### config.mk
export PLATFORM = sky130hd
export DESIGN_NAME = dcache_ctrl_fsm_flat
export DESIGN_NICKNAME = d
export VERILOG_FILES = /design/src/rtl/dcache_pkg.sv /design/src/rtl/dcache_ctrl_fsm_if.sv /design/src/rtl/dcache_word_ctr.sv /design/src/rtl/dcache_ctrl_fsm.sv /design/src/flat_wrapper.sv
export SDC_FILE = /design/constraint.sdc
export NUM_CORES = 1
export LEC_CHECK = 0
export BUFFER_PORTS_ARGS = -buffer_cell sky130_fd_sc_hd__clkbuf_2
export CAP_MARGIN = 40
export CORE_AREA = 2 2 39 41
export DETAILED_ROUTE_END_ITERATION = 8
export DIE_AREA = 0 0 41 43
export PLACE_DENSITY_LB_ADDON = 0.3
export SLEW_MARGIN = 20
export SYNTH_ARGS = -nofsm -noshare
export SYNTH_HDL_FRONTEND = slang
export SYNTH_SLANG_ARGS = --single-unit
### constraint.sdc
create_clock -name CLK -period 2 [get_ports CLK]
set_clock_uncertainty 0.2 [all_clocks]
set_input_delay 0.1 -clock CLK [delete_from_list [all_inputs] [get_ports CLK]]
set_output_delay 0.1 -clock CLK [all_outputs]
set_load 0.01 [all_outputs]
### src/rtl/dcache_pkg.sv
// Shared types for the data-cache controller: FSM state encoding and policy codes.
// Latency: n/a (declarations only).
// Backpressure: n/a.
package dcache_pkg;

  typedef enum logic [2:0] {
    START       = 3'd0,
    WRITE_BACK  = 3'd1,
    LOAD        = 3'd2,
    REFILL_DONE = 3'd3,
    MEM_WRITE   = 3'd4
  } state_t;

  localparam int POLICY_WB = 0;
  localparam int POLICY_WT = 1;

endpackage

### src/rtl/dcache_ctrl_fsm_if.sv
// Bundle of pipeline, cache-array and memory-port signals around the cache controller.
// Latency: n/a (wiring only).
// Backpressure: stall toward the pipeline, mem_req held until mem_ack from memory.
interface dcache_ctrl_fsm_if #(
  parameter int IDX_W = 2
);
  logic             read;
  logic             write;
  logic             hit;
  logic             dirty;
  logic             mem_ack;
  logic             stall;
  logic             cache_we;
  logic             fill_we;
  logic             set_valid;
  logic             set_dirty;
  logic             mem_req;
  logic             mem_we;
  logic             addr_sel;
  logic [IDX_W-1:0] word_idx;

  // Controller side
  modport master (
    input  read, write, hit, dirty, mem_ack,
    output stall, cache_we, fill_we, set_valid, set_dirty,
    output mem_req, mem_we, addr_sel, word_idx
  );

  // Pipeline / arrays / memory side
  modport slave (
    output read, write, hit, dirty, mem_ack,
    input  stall, cache_we, fill_we, set_valid, set_dirty,
    input  mem_req, mem_we, addr_sel, word_idx
  );
endinterface

### src/rtl/dcache_word_ctr.sv
// Burst word counter: clears on request, advances on each accepted word, flags the last word.
// Latency: idx updates one clock after clr/inc; last is combinational from idx.
// Backpressure: none; only moves when inc (a memory ack) is seen.
module dcache_word_ctr #(
  parameter int WORDS_PER_BLOCK = 4,
  parameter int IDX_W           = $clog2(WORDS_PER_BLOCK)
) (
  input  logic             CLK,
  input  logic             RST,
  input  logic             clr,
  input  logic             inc,
  output logic [IDX_W-1:0] idx,
  output logic             last
);

  assign last = (idx == IDX_W'(WORDS_PER_BLOCK - 1));

  // Word index: clear has priority, wrap to zero after the last word of the line
  always_ff @(posedge CLK or negedge RST) begin
    if (!RST) begin
      idx <= '0;
    end else if (clr) begin
      idx <= '0;
    end else if (inc) begin
      idx <= last ? '0 : idx + 1'b1;
    end
  end

endmodule

### src/rtl/dcache_ctrl_fsm.sv
// Data-cache controller: hit/miss/dirty decisions, line write-back and refill bursts, write-through.
// Latency: hits complete in the request cycle; misses take one cycle per acked word plus a valid cycle.
// Backpressure: stall held while any memory work is pending; mem_req held stable until mem_ack.
module dcache_ctrl_fsm
  import dcache_pkg::*;
#(
  parameter int  WORDS_PER_BLOCK = 4,
  parameter int  WRITE_THROUGH   = POLICY_WB,
  localparam int IDX_W           = $clog2(WORDS_PER_BLOCK)
) (
  input logic              CLK,
  input logic              RST,
  dcache_ctrl_fsm_if.master bus
);

  localparam bit WT = (WRITE_THROUGH == POLICY_WT);

  state_t           state;
  state_t           state_nxt;
  logic             ctr_clr;
  logic             ctr_inc;
  logic             ctr_last;
  logic [IDX_W-1:0] ctr_idx;

  logic stall, cache_we, fill_we, set_valid, set_dirty, mem_req, mem_we, addr_sel;

  dcache_word_ctr #(
    .WORDS_PER_BLOCK (WORDS_PER_BLOCK),
    .IDX_W           (IDX_W)
  ) u_word_ctr (
    .CLK  (CLK),
    .RST  (RST),
    .clr  (ctr_clr),
    .inc  (ctr_inc),
    .idx  (ctr_idx),
    .last (ctr_last)
  );

  // State register; reset abandons any burst in flight
  always_ff @(posedge CLK or negedge RST) begin
    if (!RST) begin
      state <= START;
    end else begin
      state <= state_nxt;
    end
  end

  // Next state and outputs; hit/dirty only matter in START, read beats write
  always_comb begin
    state_nxt = state;
    ctr_clr   = 1'b0;
    ctr_inc   = 1'b0;
    stall     = 1'b0;
    cache_we  = 1'b0;
    fill_we   = 1'b0;
    set_valid = 1'b0;
    set_dirty = 1'b0;
    mem_req   = 1'b0;
    mem_we    = 1'b0;
    addr_sel  = 1'b0;
    unique case (state)
      START: begin
        // Counter is parked at zero here so every burst starts at word 0
        ctr_clr = 1'b1;
        if (bus.read) begin
          if (!bus.hit) begin
            stall     = 1'b1;
            state_nxt = (bus.dirty && !WT) ? WRITE_BACK : LOAD;
          end
        end else if (bus.write) begin
          if (bus.hit) begin
            cache_we = 1'b1;
            if (WT) begin
              stall     = 1'b1;
              state_nxt = MEM_WRITE;
            end else begin
              set_dirty = 1'b1;
            end
          end else begin
            stall = 1'b1;
            if (WT) begin
              state_nxt = MEM_WRITE;
            end else begin
              state_nxt = bus.dirty ? WRITE_BACK : LOAD;
            end
          end
        end
      end
      WRITE_BACK: begin
        stall    = 1'b1;
        mem_req  = 1'b1;
        mem_we   = 1'b1;
        addr_sel = 1'b1;
        ctr_inc  = bus.mem_ack;
        if (bus.mem_ack && ctr_last) begin
          state_nxt = LOAD;
        end
      end
      LOAD: begin
        stall   = 1'b1;
        mem_req = 1'b1;
        fill_we = bus.mem_ack;
        ctr_inc = bus.mem_ack;
        if (bus.mem_ack && ctr_last) begin
          state_nxt = REFILL_DONE;
        end
      end
      REFILL_DONE: begin
        stall     = 1'b1;
        set_valid = 1'b1;
        state_nxt = START;
      end
      MEM_WRITE: begin
        // Release the pipeline in the ack cycle so the store retires at that edge
        stall   = !bus.mem_ack;
        mem_req = 1'b1;
        mem_we  = 1'b1;
        if (bus.mem_ack) begin
          state_nxt = START;
        end
      end
      default: begin
        state_nxt = START;
      end
    endcase
  end

  assign bus.stall     = stall;
  assign bus.cache_we  = cache_we;
  assign bus.fill_we   = fill_we;
  assign bus.set_valid = set_valid;
  assign bus.set_dirty = set_dirty;
  assign bus.mem_req   = mem_req;
  assign bus.mem_we    = mem_we;
  assign bus.addr_sel  = addr_sel;
  assign bus.word_idx  = ctr_idx;

endmodule

### src/flat_wrapper.sv
// flat-port wrapper written by rule: the top's interface ports become plain ports
module dcache_ctrl_fsm_flat import dcache_pkg::*;
#(
  parameter int  WORDS_PER_BLOCK = 4,
  parameter int  WRITE_THROUGH   = POLICY_WB,
  localparam int IDX_W           = $clog2(WORDS_PER_BLOCK)
)
  (CLK, RST, bus_read, bus_write, bus_hit, bus_dirty, bus_mem_ack, bus_stall, bus_cache_we, bus_fill_we, bus_set_valid, bus_set_dirty, bus_mem_req, bus_mem_we, bus_addr_sel, bus_word_idx);
  dcache_ctrl_fsm_if #(.IDX_W(2)) bus_i ();
  input logic CLK;
  input logic RST;
  input wire logic [$bits(bus_i.read)-1:0] bus_read;
  input wire logic [$bits(bus_i.write)-1:0] bus_write;
  input wire logic [$bits(bus_i.hit)-1:0] bus_hit;
  input wire logic [$bits(bus_i.dirty)-1:0] bus_dirty;
  input wire logic [$bits(bus_i.mem_ack)-1:0] bus_mem_ack;
  output wire logic [$bits(bus_i.stall)-1:0] bus_stall;
  output wire logic [$bits(bus_i.cache_we)-1:0] bus_cache_we;
  output wire logic [$bits(bus_i.fill_we)-1:0] bus_fill_we;
  output wire logic [$bits(bus_i.set_valid)-1:0] bus_set_valid;
  output wire logic [$bits(bus_i.set_dirty)-1:0] bus_set_dirty;
  output wire logic [$bits(bus_i.mem_req)-1:0] bus_mem_req;
  output wire logic [$bits(bus_i.mem_we)-1:0] bus_mem_we;
  output wire logic [$bits(bus_i.addr_sel)-1:0] bus_addr_sel;
  output wire logic [$bits(bus_i.word_idx)-1:0] bus_word_idx;
  assign bus_i.read = bus_read;
  assign bus_i.write = bus_write;
  assign bus_i.hit = bus_hit;
  assign bus_i.dirty = bus_dirty;
  assign bus_i.mem_ack = bus_mem_ack;
  assign bus_stall = bus_i.stall;
  assign bus_cache_we = bus_i.cache_we;
  assign bus_fill_we = bus_i.fill_we;
  assign bus_set_valid = bus_i.set_valid;
  assign bus_set_dirty = bus_i.set_dirty;
  assign bus_mem_req = bus_i.mem_req;
  assign bus_mem_we = bus_i.mem_we;
  assign bus_addr_sel = bus_i.addr_sel;
  assign bus_word_idx = bus_i.word_idx;
  dcache_ctrl_fsm #(.WORDS_PER_BLOCK(WORDS_PER_BLOCK), .WRITE_THROUGH(WRITE_THROUGH)) u_core (.CLK(CLK), .RST(RST), .bus(bus_i));
endmodule
==> flow_summary.html, run 1 <==
<table>
<tr><th>Metric</th><th>Value</th></tr>
<tr><th colspan="2">Global routing</th></tr>
<tr><td>Pin count of the biggest net entering global routing</td><td>8</td></tr>
<tr><td>Antenna violations before repair</td><td>0</td></tr>
<tr><td>GR Util All Layers</td><td>just under 10%</td></tr>
<tr><td>Overflow left after global routing</td><td>0</td></tr>
<tr><td>Number of global-route vias before repair</td><td>299</td></tr>
<tr><td>Global-route wire length before repair</td><td>1120 microns</td></tr>
<tr><th colspan="2">Power and ir drop</th></tr>
<tr><td>Fraction of power consumed by the clock network</td><td>13.3%</td></tr>
<tr><td>Sw Ratio</td><td>a little over two fifths</td></tr>
<tr><td>Sw power</td><td>0.322 mW</td></tr>
<tr><td>Internal power</td><td>0.426 mW</td></tr>
<tr><td>Pwr per Cell Area</td><td>1480 nW/um^2</td></tr>
<tr><td>Peak ir drop on the vdd network</td><td>between 0.6 and 0.7 mV</td></tr>
<tr><td>Combinational Power Share</td><td>65.5%</td></tr>
<tr><td>Total power after layout</td><td>0.748 mW</td></tr>
<tr><td>Static leakage power</td><td>about 0.27 nW</td></tr>
<tr><td>Sequential share of power</td><td>21.2%</td></tr>
<tr><th colspan="2">Worst setup path</th></tr>
<tr><td>Worst setup SP type</td><td>register</td></tr>
<tr><td>CP endpoint kind</td><td>output port</td></tr>
<tr><td>Data required time of the worst path</td><td>between 1.5 and 2 ns</td></tr>
<tr><td>Peak fanout along the critical path</td><td>7</td></tr>
<tr><td>Critical Setup Path Class</td><td>reg -&gt; out</td></tr>
<tr><td>Worst EP arrival</td><td>1.53 ns</td></tr>
<tr><th colspan="2">CTS</th></tr>
<tr><td>H-tree level count</td><td>1</td></tr>
<tr><td>Total CTS buffers</td><td>3</td></tr>
<tr><td>CTS root buf</td><td>sky130_fd_sc_hd__clkbuf_4</td></tr>
<tr><td>Clock net sink count</td><td>4</td></tr>
<tr><td>Latest clock arrival within the worst-skew pair</td><td>0.24 ns</td></tr>
<tr><td>Buffer levels on the longest clock path</td><td>2</td></tr>
<tr><td>Clock Pin Slew Worst Setup and Hold Paths</td><td>0.04 ns</td></tr>
<tr><td>TritonCTS clock tree</td><td>yes</td></tr>
<tr><th colspan="2">Layout</th></tr>
<tr><td>Share of post-route cells with drive strength above 1</td><td>41.8%</td></tr>
<tr><td>Fill cell instance count of the final layout</td><td>150</td></tr>
<tr><td>Antenna diodes</td><td>0</td></tr>
<tr><td>Layout overhead on the synthesized area</td><td>41.1%</td></tr>
<tr><td>Fraction of the core area covered by cells at the end of the flow</td><td>a little over a third</td></tr>
<tr><td>Final Net Count</td><td>70</td></tr>
<tr><td>Number of cells in the finished layout apart from fillers</td><td>71</td></tr>
<tr><th colspan="2">STA</th></tr>
<tr><td>Upper clock frequency limit</td><td>around 550 MHz</td></tr>
<tr><td>Setup repair after global routing missed its margin</td><td>no</td></tr>
<tr><td>Min Clock Period, post-route</td><td>between 1.5 and 2 ns</td></tr>
<tr><td>Share of the clock period used by the worst path</td><td>91.6%</td></tr>
<tr><td>Worst slew pin tran</td><td>around 0.3 ns</td></tr>
<tr><td>Final slew viol count</td><td>0</td></tr>
<tr><td>Number of endpoints with negative hold slack in the final report</td><td>0</td></tr>
<tr><td>Setup TNS</td><td>0 ns</td></tr>
<tr><td>Number of failing setup endpoints in the final timing report</td><td>0</td></tr>
<tr><td>Least setup slack across all paths after layout</td><td>0.168 ns</td></tr>
<tr><td>Worst rel slew slack</td><td>roughly 80%</td></tr>
<tr><th colspan="2">Yosys</th></tr>
<tr><td>Sequential element share of the synthesized area</td><td>~28%</td></tr>
<tr><td>Number of enable-type register cells in the synthesized netlist</td><td>0</td></tr>
<tr><td>Most frequent cell after synthesis</td><td>sky130_fd_sc_hd__ha_1</td></tr>
<tr><td>Total standard cell area after synthesis</td><td>359 sq um</td></tr>
<tr><td>Most used standard cells in the synthesized netlist</td><td>6 x sky130_fd_sc_hd__ha_1, 4 x sky130_fd_sc_hd__dfrtp_1, 3 x sky130_fd_sc_hd__inv_1</td></tr>
<tr><td>Mean Syn Cell Area</td><td>10.6 sq um</td></tr>
<tr><td>Post-synth ARST share</td><td>100%</td></tr>
<tr><td>Post-Synthesis Cells</td><td>34</td></tr>
<tr><td>Synth Warn #</td><td>0</td></tr>
<tr><td>Area fraction of the dominant cell type after synthesis</td><td>27.9%</td></tr>
<tr><td>Number of nets produced by synthesis</td><td>47</td></tr>
<tr><td>Top FF cell, synth</td><td>sky130_fd_sc_hd__dfrtp_1</td></tr>
<tr><td>Dominant cells by area after synthesis</td><td>sky130_fd_sc_hd__dfrtp_1 28%, sky130_fd_sc_hd__ha_1 21%, sky130_fd_sc_hd__mux2i_1 5.6%</td></tr>
<tr><td>Flop and latch count out of synthesis</td><td>4</td></tr>
<tr><td>Count of unique library cells instantiated by Yosys</td><td>19</td></tr>
<tr><td>Library cell with the largest summed area after synthesis</td><td>sky130_fd_sc_hd__dfrtp_1</td></tr>
<tr><th colspan="2">Detailed routing</th></tr>
<tr><td>Total Routed Length</td><td>~670 microns</td></tr>
<tr><td>Via-per-instance ratio</td><td>4.35</td></tr>
<tr><td>Routed length per instance</td><td>9.44 microns</td></tr>
<tr><td>Violation count after the first detailed-route iteration</td><td>3</td></tr>
<tr><td>First-pass iteration count of the detailed router</td><td>3</td></tr>
<tr><td>Number of nets still failing antenna checks after routing</td><td>0</td></tr>
<tr><td>Count of unresolved DRC violations after routing</td><td>0</td></tr>
<tr><td>Total via count after detailed routing</td><td>a little over 300</td></tr>
<tr><th colspan="2">Die</th></tr>
<tr><td>Starting density of the core</td><td>25.9%</td></tr>
<tr><td>Die span in x</td><td>41 microns</td></tr>
<tr><td>Placeable core area</td><td>1380 sq um</td></tr>
<tr><td>DIE HEIGHT</td><td>~43 microns</td></tr>
<tr><td>Die area</td><td>1760 sq um</td></tr>
<tr><td>Number of primary I/O pins</td><td>17</td></tr>
<tr><td>Placement Rows</td><td>14</td></tr>
<tr><th colspan="2">Job</th></tr>
<tr><td>Max-cap violations</td><td>0</td></tr>
<tr><th colspan="2">Placed design</th></tr>
<tr><td>Instance count after placement with tap cells included</td><td>64</td></tr>
<tr><td>Detail Placement HPWL</td><td>577 microns</td></tr>
<tr><td>Number of buffer cells added on primary ports</td><td>16</td></tr>
<tr><td>Worst slack after detailed placement</td><td>approximately 0.32 ns</td></tr>
<tr><td>Gpl congestion</td><td>0.717</td></tr>
<tr><th colspan="2">Outcome</th></tr>
<tr><td>Status</td><td>finished clean</td></tr>
<tr><th colspan="2">Hold path</th></tr>
<tr><td>Hold Crit Class</td><td>in -&gt; reg</td></tr>
</table>
-- registers in the layout, indices dropped and copies added, names as in the netlist --
| signal | flops |
|---|---|
| u_core.u_word_ctr.idx | 2 |
| u_core.state | 2 |
-- cell families (layout without fill, tap and decap cells) --
kind of cell | after synthesis | count (layout) | synth area share (%)
AOI/OAI and AO/OA | 7 | 7 | 20.2
adders and majority gates | 6 | 6 | 20.9
buffers and inverters | 5 | 26 | 7.32
DFF | 4 | 4 | 27.9
muxes | 3 | 3 | 9.76
and+or+nand+nor | 9 | 9 | 13.9
-- metrics by stage --
stage / hold slack [ns] / area (sq um)
final: 0.0178 / 507
after global placement: -0.286 / 444
after floorplan: -0.396 / 359
after detailed placement: -0.286 / 444
after global routing: 0.0540 / 507
after CTS: 0.0198 / 507
-- critical path, cell delays in order, from the launching register on --
cell	delay (ns)
sky130_fd_sc_hd__dfrtp_1	0.41
sky130_fd_sc_hd__inv_1	0.15
sky130_fd_sc_hd__ha_1	0.35
sky130_fd_sc_hd__and4b_1	0.26
sky130_fd_sc_hd__clkbuf_2	0.13
-- layout make-up --
| cell class | instances | area (sq um) | area share [%] |
|---|---|---|---|
| multi-input combinational | 25 | 233 | 45.9 |
| timing repair buffer | 20 | 120 | 23.7 |
| sequential | 4 | 100 | 19.8 |
| clock buffer | 3 | 22.5 | 4.44 |
| tap | 16 | 20.0 | 3.95 |
| inverter | 3 | 11.3 | 2.22 |
-- final timing paths --
kind,from,end,slack (ns),cells after the start
setup / recovery,u_core.state[1]$_DFFE_PN0P_,bus_cache_we,0.17,4
min in group asynchronous,RST,u_core.u_word_ctr.idx[0]$_DFFE_PN0P_,0.53,3
max in group asynchronous,RST,u_core.state[0]$_DFFE_PN0P_,0.38,4
hold / removal,bus_dirty,u_core.state[1]$_DFFE_PN0P_,0.02,4
setup reg to reg,u_core.state[0]$_DFFE_PN0P_,u_core.state[0]$_DFFE_PN0P_,0.32,5
hold reg to reg,u_core.u_word_ctr.idx[1]$_DFFE_PN0P_,u_core.u_word_ctr.idx[1]$_DFFE_PN0P_,0.35,2
-- layout by cell type (no fill, tap or decap) --
cell,instances
sky130_fd_sc_hd__a21oi_1,1
sky130_fd_sc_hd__a21oi_4,1
sky130_fd_sc_hd__a2bb2oi_2,1
sky130_fd_sc_hd__and2_1,1
sky130_fd_sc_hd__and4b_1,1
sky130_fd_sc_hd__clkbuf_2,16
sky130_fd_sc_hd__clkbuf_4,3
sky130_fd_sc_hd__dfrtp_1,4
sky130_fd_sc_hd__dlygate4sd3_1,4
sky130_fd_sc_hd__ha_1,6
sky130_fd_sc_hd__inv_1,3
sky130_fd_sc_hd__mux2_4,1
sky130_fd_sc_hd__mux2i_1,2
sky130_fd_sc_hd__nand2_1,2
sky130_fd_sc_hd__nand3_1,1
sky130_fd_sc_hd__nand3b_1,1
sky130_fd_sc_hd__nor2_1,2
sky130_fd_sc_hd__nor2b_1,1
sky130_fd_sc_hd__o21ai_0,2
sky130_fd_sc_hd__o21bai_1,1
sky130_fd_sc_hd__o21bai_4,1
-- routing by layer --
metal  vias to the layer above  global-route usage [%]  part of all wire, %
met5                         -                       0                    0
met4                         0                    6.00                    0
met3                         0                    4.71                  6.3
met2                        10                    14.7                   51
met1                       140                    10.1                   42
li1                        159                       -                    -
-- power groups by stage --
| stage | Combinational (mW) | Clock, mW | Sequential (mW) |
|---|---|---|---|
| 2_1_floorplan | 0.367 | 0 | 0.157 |
| 3_3_place_gp | 0.496 | 0 | 0.159 |
| 4_1_cts | 0.500 | 0.106 | 0.159 |
| 5_1_grt | 0.553 | 0.109 | 0.166 |
| 6_report | 0.490 | 0.0996 | 0.158 |
| 3_5_place_dp | 0.493 | 0 | 0.160 |
-- timing repair --
item,4_1_cts,5_1_grt
hold buffers,4,0
hold endpoints to repair,5,0
gates resized for setup,0,0
setup endpoints to repair,0,0
setup buffers,0,0
Note: power is estimated with default switching activity, not from simulation.
==> run 2, diff against run 1 <==
--- a/config.mk
+++ b/config.mk
@@ -8,10 +8,12 @@
 export BUFFER_PORTS_ARGS = -buffer_cell sky130_fd_sc_hd__clkbuf_2
 export CAP_MARGIN = 40
 export CORE_AREA = 2 2 39 41
+export CTS_BUF_LIST = sky130_fd_sc_hd__clkbuf_8
 export DETAILED_ROUTE_END_ITERATION = 8
 export DIE_AREA = 0 0 41 43
 export PLACE_DENSITY_LB_ADDON = 0.3
 export SLEW_MARGIN = 20
 export SYNTH_ARGS = -nofsm -noshare
 export SYNTH_HDL_FRONTEND = slang
+export SYNTH_HIERARCHICAL = 1
 export SYNTH_SLANG_ARGS = --single-unit
==> run 2 against run 1 <==
Effect of this change:
- maximum frequency decreased by 0.71%
- highest routed layer is now met4
- area after synthesis increased by 8.4%
- die area unchanged
- count of clock-buffer cells in the layout unchanged
- critical path depth increased by 2
- utilization increased by 3.6 points
==> flow_summary.html, run 2 <==
<table>
<tr><th>Metric</th><th>Value</th></tr>
<tr><th colspan="2">CTS</th></tr>
<tr><td>H-tree level count</td><td>1 (unchanged)</td></tr>
<tr><td>Total CTS buffers</td><td>3 (unchanged)</td></tr>
<tr><td>TritonCTS clock tree</td><td>yes (unchanged)</td></tr>
<tr><td>Latest clock arrival within the worst-skew pair</td><td>0.22 ns (was 0.24 ns)</td></tr>
<tr><td>Clock net sink count</td><td>4 (unchanged)</td></tr>
<tr><td>Buffer levels on the longest clock path</td><td>2 (unchanged)</td></tr>
<tr><td>CTS root buf</td><td>sky130_fd_sc_hd__clkbuf_8 (was sky130_fd_sc_hd__clkbuf_4)</td></tr>
<tr><td>Clock Pin Slew Worst Setup and Hold Paths</td><td>0.03 ns (was 0.04 ns)</td></tr>
<tr><th colspan="2">STA</th></tr>
<tr><td>Setup repair after global routing missed its margin</td><td>no (unchanged)</td></tr>
<tr><td>Setup TNS</td><td>0 ns (unchanged)</td></tr>
<tr><td>Number of failing setup endpoints in the final timing report</td><td>0 (unchanged)</td></tr>
<tr><td>Upper clock frequency limit</td><td>542 MHz (was 546 MHz)</td></tr>
<tr><td>Worst slew pin tran</td><td>0.235 ns (was 0.299 ns)</td></tr>
<tr><td>Min Clock Period, post-route</td><td>1.85 ns (was 1.83 ns)</td></tr>
<tr><td>Final slew viol count</td><td>0 (unchanged)</td></tr>
<tr><td>Share of the clock period used by the worst path</td><td>92.3% (was 91.6%)</td></tr>
<tr><td>Worst rel slew slack</td><td>84.3% (was 80.1%)</td></tr>
<tr><td>Number of endpoints with negative hold slack in the final report</td><td>0 (unchanged)</td></tr>
<tr><th colspan="2">Worst setup path</th></tr>
<tr><td>Slowest stage cell on the critical path</td><td>sky130_fd_sc_hd__dfrtp_1 (unchanged)</td></tr>
<tr><td>R2R Path End</td><td>u_core/u_word_ctr/idx[0]$_DFFE_PN0P_ (was u_core.state[0]$_DFFE_PN0P_)</td></tr>
<tr><td>Biggest cell delay along the critical path</td><td>0.41 ns (about the same)</td></tr>
<tr><td>Critical Setup Path Class</td><td>reg -&gt; out (unchanged)</td></tr>
<tr><td>Reg2reg setup slack</td><td>0.24 ns (was 0.32 ns)</td></tr>
<tr><td>Data required time of the worst path</td><td>1.70 ns (about the same)</td></tr>
<tr><td>Crit path cell chain</td><td>inv_2 &gt; ha_1 &gt; buf_4 &gt; nand2_2 &gt; nor3b_2 &gt; clkbuf_2 (was inv_1 &gt; ha_1 &gt; and4b_1 &gt; clkbuf_2)</td></tr>
<tr><td>Cell family with most CP delay</td><td>buffers and inverters (was flip-flops)</td></tr>
<tr><td>Worst-case reg-to-reg path depth</td><td>5 (unchanged)</td></tr>
<tr><td>Worst setup SP type</td><td>register (unchanged)</td></tr>
<tr><td>Worst path buffer plus inverter count</td><td>3 (was 2)</td></tr>
<tr><td>Peak fanout along the critical path</td><td>6 (was 7)</td></tr>
<tr><td>CP endpoint kind</td><td>output port (unchanged)</td></tr>
<tr><td>R2r startpoint</td><td>u_core/state[0]$_DFFE_PN0P_ (was u_core.state[0]$_DFFE_PN0P_)</td></tr>
<tr><td>Worst EP arrival</td><td>1.55 ns (was 1.53 ns)</td></tr>
<tr><th colspan="2">Power and ir drop</th></tr>
<tr><td>Sw power</td><td>0.360 mW (was 0.322 mW)</td></tr>
<tr><td>Fraction of power consumed by the clock network</td><td>20.2% (was 13.3%)</td></tr>
<tr><td>Internal power</td><td>0.500 mW (was 0.426 mW)</td></tr>
<tr><td>Sequential share of power</td><td>18.5% (was 21.2%)</td></tr>
<tr><td>Pwr per Cell Area</td><td>1540 nW/um^2 (was 1480 nW/um^2)</td></tr>
<tr><td>Combinational Power Share</td><td>61.3% (was 65.5%)</td></tr>
<tr><td>Peak ir drop on the vdd network</td><td>0.427 mV (was 0.636 mV)</td></tr>
<tr><td>Sw Ratio</td><td>41.9% (was 43.1%)</td></tr>
<tr><td>Static leakage power</td><td>0.288 nW (was 0.273 nW)</td></tr>
<tr><th colspan="2">Layout</th></tr>
<tr><td>Antenna diodes</td><td>0 (unchanged)</td></tr>
<tr><td>Final Net Count</td><td>77 (was 70)</td></tr>
<tr><td>Register area</td><td>101 sq um (was 100 sq um)</td></tr>
<tr><td>Multi-input combinational cell area</td><td>270 sq um (was 233 sq um)</td></tr>
<tr><td>Fill cell instance count of the final layout</td><td>140 (was 150)</td></tr>
<tr><td>Fraction of the core area covered by cells at the end of the flow</td><td>40.2% (was 36.6%)</td></tr>
<tr><td>Layout overhead on the synthesized area</td><td>43.1% (was 41.1%)</td></tr>
<tr><td>Share of post-route cells with drive strength above 1</td><td>49.2% (was 41.8%)</td></tr>
<tr><td>Most frequent standard cell in the layout excluding fill and tap cells</td><td>sky130_fd_sc_hd__clkbuf_2 (unchanged)</td></tr>
<tr><td>Biggest regs</td><td>u_core/state x2, u_core/u_word_ctr/idx x2 (was u_core.state x2, u_core.u_word_ctr.idx x2)</td></tr>
<tr><td>Most frequent cells in the layout</td><td>16 x sky130_fd_sc_hd__clkbuf_2, 7 x sky130_fd_sc_hd__ha_1, 3 x sky130_fd_sc_hd__clkbuf_8, 3 x sky130_fd_sc_hd__buf_4, 3 x sky130_fd_sc_hd__dfrtp_1 (was 16 x sky130_fd_sc_hd__clkbuf_2, 6 x sky130_fd_sc_hd__ha_1, 4 x sky130_fd_sc_hd__dlygate4sd3_1, 4 x sky130_fd_sc_hd__dfrtp_1)</td></tr>
<tr><th colspan="2">Global routing</th></tr>
<tr><td>Antenna violations before repair</td><td>0 (unchanged)</td></tr>
<tr><td>Pin count of the biggest net entering global routing</td><td>7 (was 8)</td></tr>
<tr><td>Number of global-route vias before repair</td><td>363 (was 299)</td></tr>
<tr><td>GR Util All Layers</td><td>12.3% (was 9.68%)</td></tr>
<tr><td>Overflow left after global routing</td><td>0 (unchanged)</td></tr>
<tr><td>Global-route wire length before repair</td><td>1400 microns (was 1120 microns)</td></tr>
<tr><th colspan="2">Detailed routing</th></tr>
<tr><td>Count of unresolved DRC violations after routing</td><td>0 (unchanged)</td></tr>
<tr><td>Number of nets still failing antenna checks after routing</td><td>0 (unchanged)</td></tr>
<tr><td>Via-per-instance ratio</td><td>4.57 (was 4.35)</td></tr>
<tr><td>Total via count after detailed routing</td><td>352 (was 309)</td></tr>
<tr><td>First-pass iteration count of the detailed router</td><td>1 (was 3)</td></tr>
<tr><td>Routed length per instance</td><td>10.4 microns (was 9.44 microns)</td></tr>
<tr><td>Violation count after the first detailed-route iteration</td><td>0 (was 3)</td></tr>
<tr><td>Total Routed Length</td><td>799 microns (was 670 microns)</td></tr>
<tr><th colspan="2">Die</th></tr>
<tr><td>DIE HEIGHT</td><td>43 microns (unchanged)</td></tr>
<tr><td>Die span in x</td><td>41 microns (unchanged)</td></tr>
<tr><td>Placement Rows</td><td>14 (unchanged)</td></tr>
<tr><td>Die area</td><td>1760 sq um (unchanged)</td></tr>
<tr><td>Number of primary I/O pins</td><td>17 (unchanged)</td></tr>
<tr><td>Starting density of the core</td><td>28.1% (was 25.9%)</td></tr>
<tr><td>Placeable core area</td><td>1380 sq um (unchanged)</td></tr>
<tr><th colspan="2">Yosys</th></tr>
<tr><td>Mean Syn Cell Area</td><td>9.73 sq um (was 10.6 sq um)</td></tr>
<tr><td>Library cell with the largest summed area after synthesis</td><td>sky130_fd_sc_hd__dfrtp_1 (unchanged)</td></tr>
<tr><td>Top FF cell, synth</td><td>sky130_fd_sc_hd__dfrtp_1 (unchanged)</td></tr>
<tr><td>Number of nets produced by synthesis</td><td>54 (was 47)</td></tr>
<tr><td>Synth Warn #</td><td>6 (was 0)</td></tr>
<tr><td>Count of unique library cells instantiated by Yosys</td><td>21 (was 19)</td></tr>
<tr><td>Post-synth ARST share</td><td>100% (unchanged)</td></tr>
<tr><td>Flop and latch count out of synthesis</td><td>4 (unchanged)</td></tr>
<tr><td>Post-Synthesis Cells</td><td>40 (was 34)</td></tr>
<tr><td>Most frequent cell after synthesis</td><td>sky130_fd_sc_hd__ha_1 (unchanged)</td></tr>
<tr><td>Area fraction of the dominant cell type after synthesis</td><td>25.7% (was 27.9%)</td></tr>
<tr><td>Sequential element share of the synthesized area</td><td>25.7% (was 27.9%)</td></tr>
<tr><td>Dominant cells by area after synthesis</td><td>sky130_fd_sc_hd__dfrtp_1 26%, sky130_fd_sc_hd__ha_1 23%, sky130_fd_sc_hd__mux2i_1 5.1% (was sky130_fd_sc_hd__dfrtp_1 28%, sky130_fd_sc_hd__ha_1 21%, sky130_fd_sc_hd__mux2i_1 5.6%)</td></tr>
<tr><td>Most used standard cells in the synthesized netlist</td><td>7 x sky130_fd_sc_hd__ha_1, 4 x sky130_fd_sc_hd__dfrtp_1, 3 x sky130_fd_sc_hd__inv_1 (was 6 x sky130_fd_sc_hd__ha_1, 4 x sky130_fd_sc_hd__dfrtp_1, 3 x sky130_fd_sc_hd__inv_1)</td></tr>
<tr><td>Total standard cell area after synthesis</td><td>389 sq um (was 359 sq um)</td></tr>
<tr><td>Number of enable-type register cells in the synthesized netlist</td><td>0 (unchanged)</td></tr>
<tr><th colspan="2">Outcome</th></tr>
<tr><td>Status</td><td>finished clean (unchanged)</td></tr>
<tr><th colspan="2">Hold path</th></tr>
<tr><td>Hold Crit Class</td><td>in -&gt; async (was in -&gt; reg)</td></tr>
<tr><th colspan="2">Job</th></tr>
<tr><td>Max-cap violations</td><td>0 (unchanged)</td></tr>
<tr><th colspan="2">Placed design</th></tr>
<tr><td>Gpl congestion</td><td>0.674 (was 0.717)</td></tr>
<tr><td>Number of buffer cells added on primary ports</td><td>16 (unchanged)</td></tr>
<tr><td>Detail Placement HPWL</td><td>653 microns (was 577 microns)</td></tr>
</table>
==> run 2: power by group through the flow <==
stage / registers [mW] / clock network (mW) / logic (mW)
global placement: 0.154 / 0 / 0.501
CTS: 0.154 / 0.175 / 0.500
global route: 0.166 / 0.179 / 0.598
finish: 0.159 / 0.174 / 0.527
floorplan: 0.152 / 0 / 0.356
detailed placement: 0.155 / 0 / 0.495
==> run 2: routing by layer <==
layer	up-vias	GRT usage, %	share of wire (%)
met3	2	1.57	3.1
met4	0	13.3	2.1
met2	8	19.4	56
met1	160	12.1	39
met5	-	0	0
li1	182	-	-
==> run 2: cell families (layout without fill, tap and decap cells) <==
family | Yosys count | after routing | synth area share, %
compound gates | 9 | 9 | 19.9
fa+ha+maj | 7 | 7 | 22.5
buf+inv | 5 | 26 | 6.75
flops | 4 | 4 | 25.7
mux | 2 | 2 | 5.14
simple gates | 13 | 13 | 19.9
==> run 2: worst max path at each step <==
stage,from,endpoint,slack (ns),cells after the start
CTS,u_core/state[0]$_DFFE_PN0P_,bus_set_dirty,0.03,6
floorplan,u_core/state[0]$_DFFE_PN0P_,bus_set_dirty,0.19,5
detailed placement,u_core/state[1]$_DFFE_PN0P_,u_core/u_word_ctr/idx[0]$_DFFE_PN0P_,0.16,5
global placement,u_core/state[1]$_DFFE_PN0P_,u_core/u_word_ctr/idx[0]$_DFFE_PN0P_,0.14,5
finish,u_core/state[0]$_DFFE_PN0P_,bus_set_dirty,0.15,6
global route,u_core/state[0]$_DFFE_PN0P_,bus_cache_we,0.02,6
==> run 2: stage by stage <==
stage                     cells  power, mW  hold WS, ns  setup WS [ns]  instance area (sq um)
after floorplan              40      0.509       -0.396          0.191                    389
after global placement       71      0.654       -0.290          0.136                    482
after detailed placement     71      0.649       -0.282          0.159                    482
after CTS                    75      0.829       0.0260         0.0302                    538
after global routing         77      0.943       0.0422         0.0249                    557
final                        77      0.860       0.0198          0.155                    557
==> run 2: what timing repair did <==
item,CTS,global route
endpoints found under the setup margin,2,4
buffers inserted,0,2
pin swaps,0,1
resized for setup,1,4
hold endpoints to repair,4,0
hold buffers,1,0
==> run 2: area by class of cell <==
cell class | count | area share [%]
clock buffer | 3 | 7.42
inverter | 3 | 2.02
sequential | 4 | 18.2
tap | 16 | 3.60
timing repair buffer | 20 | 20.2
multi-input combinational | 31 | 48.5
